--- config.mk ---
export PLATFORM = sky130hd
export DESIGN_NAME = hit_miss_scoreboard_flat
export DESIGN_NICKNAME = d
export VERILOG_FILES = /design/src/rtl/hit_miss_scoreboard_if.sv /design/src/rtl/hit_miss_scoreboard.sv /design/src/flat_wrapper.sv
export SDC_FILE = /design/constraint.sdc
export NUM_CORES = 1
export LEC_CHECK = 0
export ABC_CLOCK_PERIOD_IN_PS = 2350
export CORE_ASPECT_RATIO = 1.4
export CORE_MARGIN = 10
export CORE_UTILIZATION = 45
export CTS_BUF_LIST = sky130_fd_sc_hd__clkbuf_16
export DETAILED_ROUTE_END_ITERATION = 16
export HOLD_SLACK_MARGIN = 0.12
export PLACE_DENSITY_LB_ADDON = 0.25
export SYNTH_ARGS = -nofsm -noshare
export SYNTH_HDL_FRONTEND = slang
export SYNTH_SLANG_ARGS = --single-unit
--- constraint.sdc ---
create_clock -name clk -period 2.35 [get_ports clk]
set_input_delay 0.47 -clock clk [delete_from_list [all_inputs] [get_ports clk]]
set_output_delay 0.47 -clock clk [all_outputs]
set_load 0.02 [all_outputs]
--- src/rtl/hit_miss_scoreboard_if.sv ---
// Packet-side signals seen by the scoreboard: issue strobe, golden result
// and the intersection unit's delayed answer.
interface hit_miss_scoreboard_if;
    logic in_valid;
    logic ref_hit;
    logic hit_miss;

    modport master (output in_valid, output ref_hit, output hit_miss);
    modport slave  (input  in_valid, input  ref_hit, input  hit_miss);
endinterface

--- src/rtl/hit_miss_scoreboard.sv ---
// On-chip Type1/Type2 error counter for the ray/box intersection unit: golden
// hit bits ride a LATENCY-deep delay line and meet hit_miss at its tail.
module hit_miss_scoreboard #(
    parameter int LATENCY = 42,
    parameter int N_RAYS  = 10000,
    parameter int T1_W    = 10,
    parameter int T2_W    = 16,
    parameter int CNT_W   = 16
) (
    input  logic                  clk,
    input  logic                  rst_n,
    input  logic                  clear,
    hit_miss_scoreboard_if.slave  bus,
    output logic [T1_W-1:0]       type1_err,
    output logic [T2_W-1:0]       type2_err,
    output logic [CNT_W-1:0]      compared,
    output logic                  mismatch,
    output logic                  done
);

    typedef enum logic [1:0] {S_IDLE, S_RUN, S_DONE} state_t;

    state_t             state, state_nxt;
    logic [LATENCY-1:0] vld_pipe;
    logic [LATENCY-1:0] ref_pipe;
    logic               tail_vld, tail_ref, cmp_en;

    assign tail_vld = vld_pipe[LATENCY-1];
    assign tail_ref = ref_pipe[LATENCY-1];
    assign done     = (state == S_DONE);

    // Valid bits gate everything, so only they need reset; once done, new
    // packets are refused but in-flight ones keep draining.
    always_ff @(posedge clk or negedge rst_n) begin
        if (!rst_n) begin
            vld_pipe <= '0;
        end else begin
            vld_pipe[0] <= bus.in_valid & ~done & ~clear;
            for (int i = 1; i < LATENCY; i++)
                vld_pipe[i] <= vld_pipe[i-1] & ~clear;
        end
    end

    always_ff @(posedge clk) begin
        ref_pipe[0] <= bus.ref_hit;
        for (int i = 1; i < LATENCY; i++)
            ref_pipe[i] <= ref_pipe[i-1];
    end

    always_ff @(posedge clk or negedge rst_n) begin
        if (!rst_n) state <= S_IDLE;
        else        state <= state_nxt;
    end

    always_comb begin
        state_nxt = state;
        cmp_en    = tail_vld && (state != S_DONE);
        if (clear) begin
            state_nxt = S_IDLE;
        end else if (cmp_en) begin
            state_nxt = (compared == CNT_W'(N_RAYS - 1)) ? S_DONE : S_RUN;
        end
    end

    // Late results after done still pulse mismatch but move no counter.
    always_ff @(posedge clk or negedge rst_n) begin
        if (!rst_n) begin
            compared  <= '0;
            type1_err <= '0;
            type2_err <= '0;
            mismatch  <= 1'b0;
        end else if (clear) begin
            compared  <= '0;
            type1_err <= '0;
            type2_err <= '0;
            mismatch  <= 1'b0;
        end else begin
            mismatch <= tail_vld & (tail_ref != bus.hit_miss);
            if (cmp_en) begin
                compared <= compared + CNT_W'(1);
                if (tail_ref && !bus.hit_miss && type1_err != '1)
                    type1_err <= type1_err + T1_W'(1);
                if (!tail_ref && bus.hit_miss && type2_err != '1)
                    type2_err <= type2_err + T2_W'(1);
            end
        end
    end

endmodule

--- src/flat_wrapper.sv ---
// flat-port wrapper written by rule: the top's interface ports become plain ports
module hit_miss_scoreboard_flat 
#(
    parameter int LATENCY = 42,
    parameter int N_RAYS  = 10000,
    parameter int T1_W    = 10,
    parameter int T2_W    = 16,
    parameter int CNT_W   = 16
)
  (clk, rst_n, clear, type1_err, type2_err, compared, mismatch, done, bus_in_valid, bus_ref_hit, bus_hit_miss);
  hit_miss_scoreboard_if bus_i ();
  input  logic clk;
  input  logic rst_n;
  input  logic clear;
  output logic [T1_W-1:0] type1_err;
  output logic [T2_W-1:0] type2_err;
  output logic [CNT_W-1:0] compared;
  output logic mismatch;
  output logic done;
  input wire logic [$bits(bus_i.in_valid)-1:0] bus_in_valid;
  input wire logic [$bits(bus_i.ref_hit)-1:0] bus_ref_hit;
  input wire logic [$bits(bus_i.hit_miss)-1:0] bus_hit_miss;
  assign bus_i.in_valid = bus_in_valid;
  assign bus_i.ref_hit = bus_ref_hit;
  assign bus_i.hit_miss = bus_hit_miss;
  hit_miss_scoreboard #(.LATENCY(LATENCY), .N_RAYS(N_RAYS), .T1_W(T1_W), .T2_W(T2_W), .CNT_W(CNT_W)) u_core (.clk(clk), .rst_n(rst_n), .clear(clear), .bus(bus_i), .type1_err(type1_err), .type2_err(type2_err), .compared(compared), .mismatch(mismatch), .done(done));
endmodule
==> impl_metrics.env <==
export IMPL_timing_rr_end="u_core.type2_err[0]$_DFFE_PN0P_"
export IMPL_hold_path_startpoint="u_core.ref_pipe[9]$_DFF_P_"
export IMPL_post_cts_buffers=0
export IMPL_synth_ff_type="dfrtp_1"
export IMPL_initialDrtViolationCount=146
export IMPL_slowest_delay_ns=0.61
export IMPL_cts_sinks=129
export IMPL_antenna_cells=0
export IMPL_vias=3231
export IMPL_synth_edf_count=0
export IMPL_period_needed_ns=2.24
export IMPL_irDropWorstVdd_mv=0.565
export IMPL_arrival_ns=1.77
export IMPL_path_cells="nand2b_2, inv_1, clkdlybuf4s50_1"
export IMPL_cts_tree="yes"
export IMPL_critPathRequiredTime_ns=1.88
export IMPL_drive_above_1_share_pct=11.9
export IMPL_dp_slack_ns=-0.0124
export IMPL_power_density_nw_per_um2=764
export IMPL_hold_path_class="register to register"
export IMPL_setup_viol=0
export IMPL_grt_use_total_pct=13.1
export IMPL_cap_viol_max_count=0
export IMPL_fp_dieH_um=142
export IMPL_avgSynthCellArea_um2=11.6
export IMPL_fin_nets=487
export IMPL_ys_warn_count=0
export IMPL_reg2reg_depth=5
export IMPL_clk_pin_slew_ns=0.05
export IMPL_hpwlAfterDp_um=6180
export IMPL_ys_seq_area_share_pct=62.9
export IMPL_insertion_delay_ns=0.41
export IMPL_drtPass1Iterations=4
export IMPL_tightest_slew_ns=0.926
export IMPL_antenna_found_initial=0
export IMPL_outcome="complete, no violations"
export IMPL_rrSetupSlack_ns=0.46
export IMPL_fmax_mhz=447
export IMPL_routed_wl_um=9400
export IMPL_hold_end="u_core.ref_pipe[10]$_DFF_P_"
export IMPL_rows=44
export IMPL_wl_per_cell_um=15.0
export IMPL_cp_max_fo=10
export IMPL_whs_path_depth=0
export IMPL_p_leak_nw=2.58
export IMPL_period_share_pct=95.3
export IMPL_initial_utilization_pct=46.1
export IMPL_syn_instance_count=412
export IMPL_mostFrequentLayoutCells="87 x dfrtp_1, 53 x nor2b_1, 47 x clkdlybuf4s50_1"
export IMPL_port_buffer_count=49
export IMPL_drc=0
export IMPL_ys_types=44
export IMPL_yosys_register_bits=129
export IMPL_reg2reg_from="u_core.type2_err[0]$_DFFE_PN0P_"
export IMPL_critPathKind="register to output pin"
export IMPL_grt_max_degree=55
export IMPL_final_common_cell="dfrtp_1"
export IMPL_maxSlewHeadroom_pct=38.3
export IMPL_cts_buffers=17
export IMPL_placed_cells_incl_taps=594
export IMPL_syn2layout_area_growth_pct=24.9
export IMPL_worstSetupStartpointType="register"
export IMPL_die_w_um=107
export IMPL_vias_per_cell=5.15
export IMPL_synthArstFlopShare_pct=67.4
export IMPL_grt_pass1_vias=3309
export IMPL_fin_cells=627
export IMPL_io_pins=50
export IMPL_gp_congestion=0.812
export IMPL_clock_root_buffer="clkbuf_16"
export IMPL_end_kind="output pin"
export IMPL_globalRoute_totalOverflow=0
export IMPL_cts_max_path_buffers=2
export IMPL_crit_path_top_delay_cell="clkdlybuf4s50_1"
export IMPL_finClkSkew_ns=0.00781
export IMPL_timing_final_ws_setup_ns=0.112
export IMPL_hold_violations=0
export IMPL_design_core_area_um2=10400
export IMPL_die_area_um2=15200
export IMPL_synth_fp_nets=423
export IMPL_grt_pass1_wl_um=15900
export IMPL_slew_viol_final=0
export IMPL_postRouteAntennaNets=0
export IMPL_synth_area_um2=4790
export IMPL_rsz0062_at_grt="false"
export IMPL_h_tree_depth=4
==> layer usage <==
metal | vias to the layer above | routed length (um) | global-route usage, %
li1 | 1561 | - | -
met1 | 1593 | 4190 | 15.6
met2 | 63 | 4490 | 20.3
met3 | 14 | 535 | 4.53
met4 | 0 | 180 | 7.08
met5 | - | 0 | 0
==> cell families after synthesis <==
logic type / count (synthesis) / synth area share [%]
compound gates: 47 / 6.13
xor+xnor: 5 / 0.913
fa+ha+maj: 5 / 1.30
buf+inv: 29 / 2.69
flops: 129 / 62.9
mux: 16 / 3.73
simple gates: 181 / 22.3
==> critical path: cells and delay by family (launching register included) <==
family / cells / cell delay, ns
AND/OR/NAND/NOR: 1 / 0.28
buffers and inverters: 2 / 0.72
flip-flops: 1 / 0.37
==> worst max-delay path by stage <==
stage	from	endpoint	slack [ns]
4_1_cts	u_core.state[0]$_DFFE_PN0P_	done	0.001
3_5_place_dp	bus_hit_miss	u_core.type2_err[8]$_DFFE_PN0P_	-0.01
6_report	u_core.state[0]$_DFFE_PN0P_	done	0.11
2_1_floorplan	u_core.type2_err[0]$_DFFE_PN0P_	u_core.type2_err[5]$_DFFE_PN0P_	0.53
5_1_grt	u_core.state[0]$_DFFE_PN0P_	done	0.01
3_3_place_gp	bus_hit_miss	u_core.type2_err[8]$_DFFE_PN0P_	0.04
==> cells in the mapped netlist (9+ instances only) <==
cell      count  area, um2
dfrtp_1      87       2180
nor2b_1      53        332
dfxtp_1      42        841
nor2_1       26       97.6
a21oi_1      19       95.1
nand2_1      18       67.6
inv_1        14       52.6
nand3_1      14       70.1
mux2_2       13        146
nor4_1       11       68.8
clkbuf_1      9       33.8
o21ai_0       9       45.0
or3_1         9       56.3
==> stage by stage <==
stage                     power [mW]  setup TNS [ns]  utilization (%)  hold slack (ns)  area, um2
after floorplan                 2.33               0                -            0.174       4790
after global placement          2.39               0             52.5            0.310       5460
after detailed placement        2.39         -0.0124             52.5            0.312       5460
after CTS                       4.64               0             57.5            0.323       5980
after global routing            4.74               0             57.5            0.325       5990
final                           4.58               0             57.5            0.321       5990
==> flip-flops by register name, indices dropped and copies added, names as in the netlist <==
signal / flops
u_core.compared: 16
u_core.mismatch: 1
u_core.state: 2
u_core.ref_pipe: 42
u_core.type1_err: 10
u_core.vld_pipe: 42
u_core.type2_err: 16
==> what timing repair did <==
item,CTS,global route
setup endpoints to repair,0,1
hold buffers,1,0
gates resized for setup,0,1
endpoints found under the hold margin,25,0
==> power by group <==
group | leakage [nW] | total, mW | internal [mW] | switching (mW)
registers | 1.57 | 2.26 | 2.25 | 0.00946
logic | 0.735 | 0.0856 | 0.0234 | 0.0622
clock network | 0.277 | 2.23 | 1.36 | 0.863
total | 2.58 | 4.58 | 3.64 | 0.935
==> area by class of cell <==
| class | count | area [um2] |
|---|---|---|
| Sequential cell | 129 | 3020 |
| Clock inverter | 14 | 62.6 |
| Multi-Input combinational cell | 254 | 1650 |
| Fill cell | 846 | 4420 |
| Clock buffer | 18 | 450 |
| Inverter | 14 | 52.6 |
| Tap cell | 138 | 173 |
| Timing Repair Buffer | 60 | 581 |
Power figures use the tool's default switching activity.
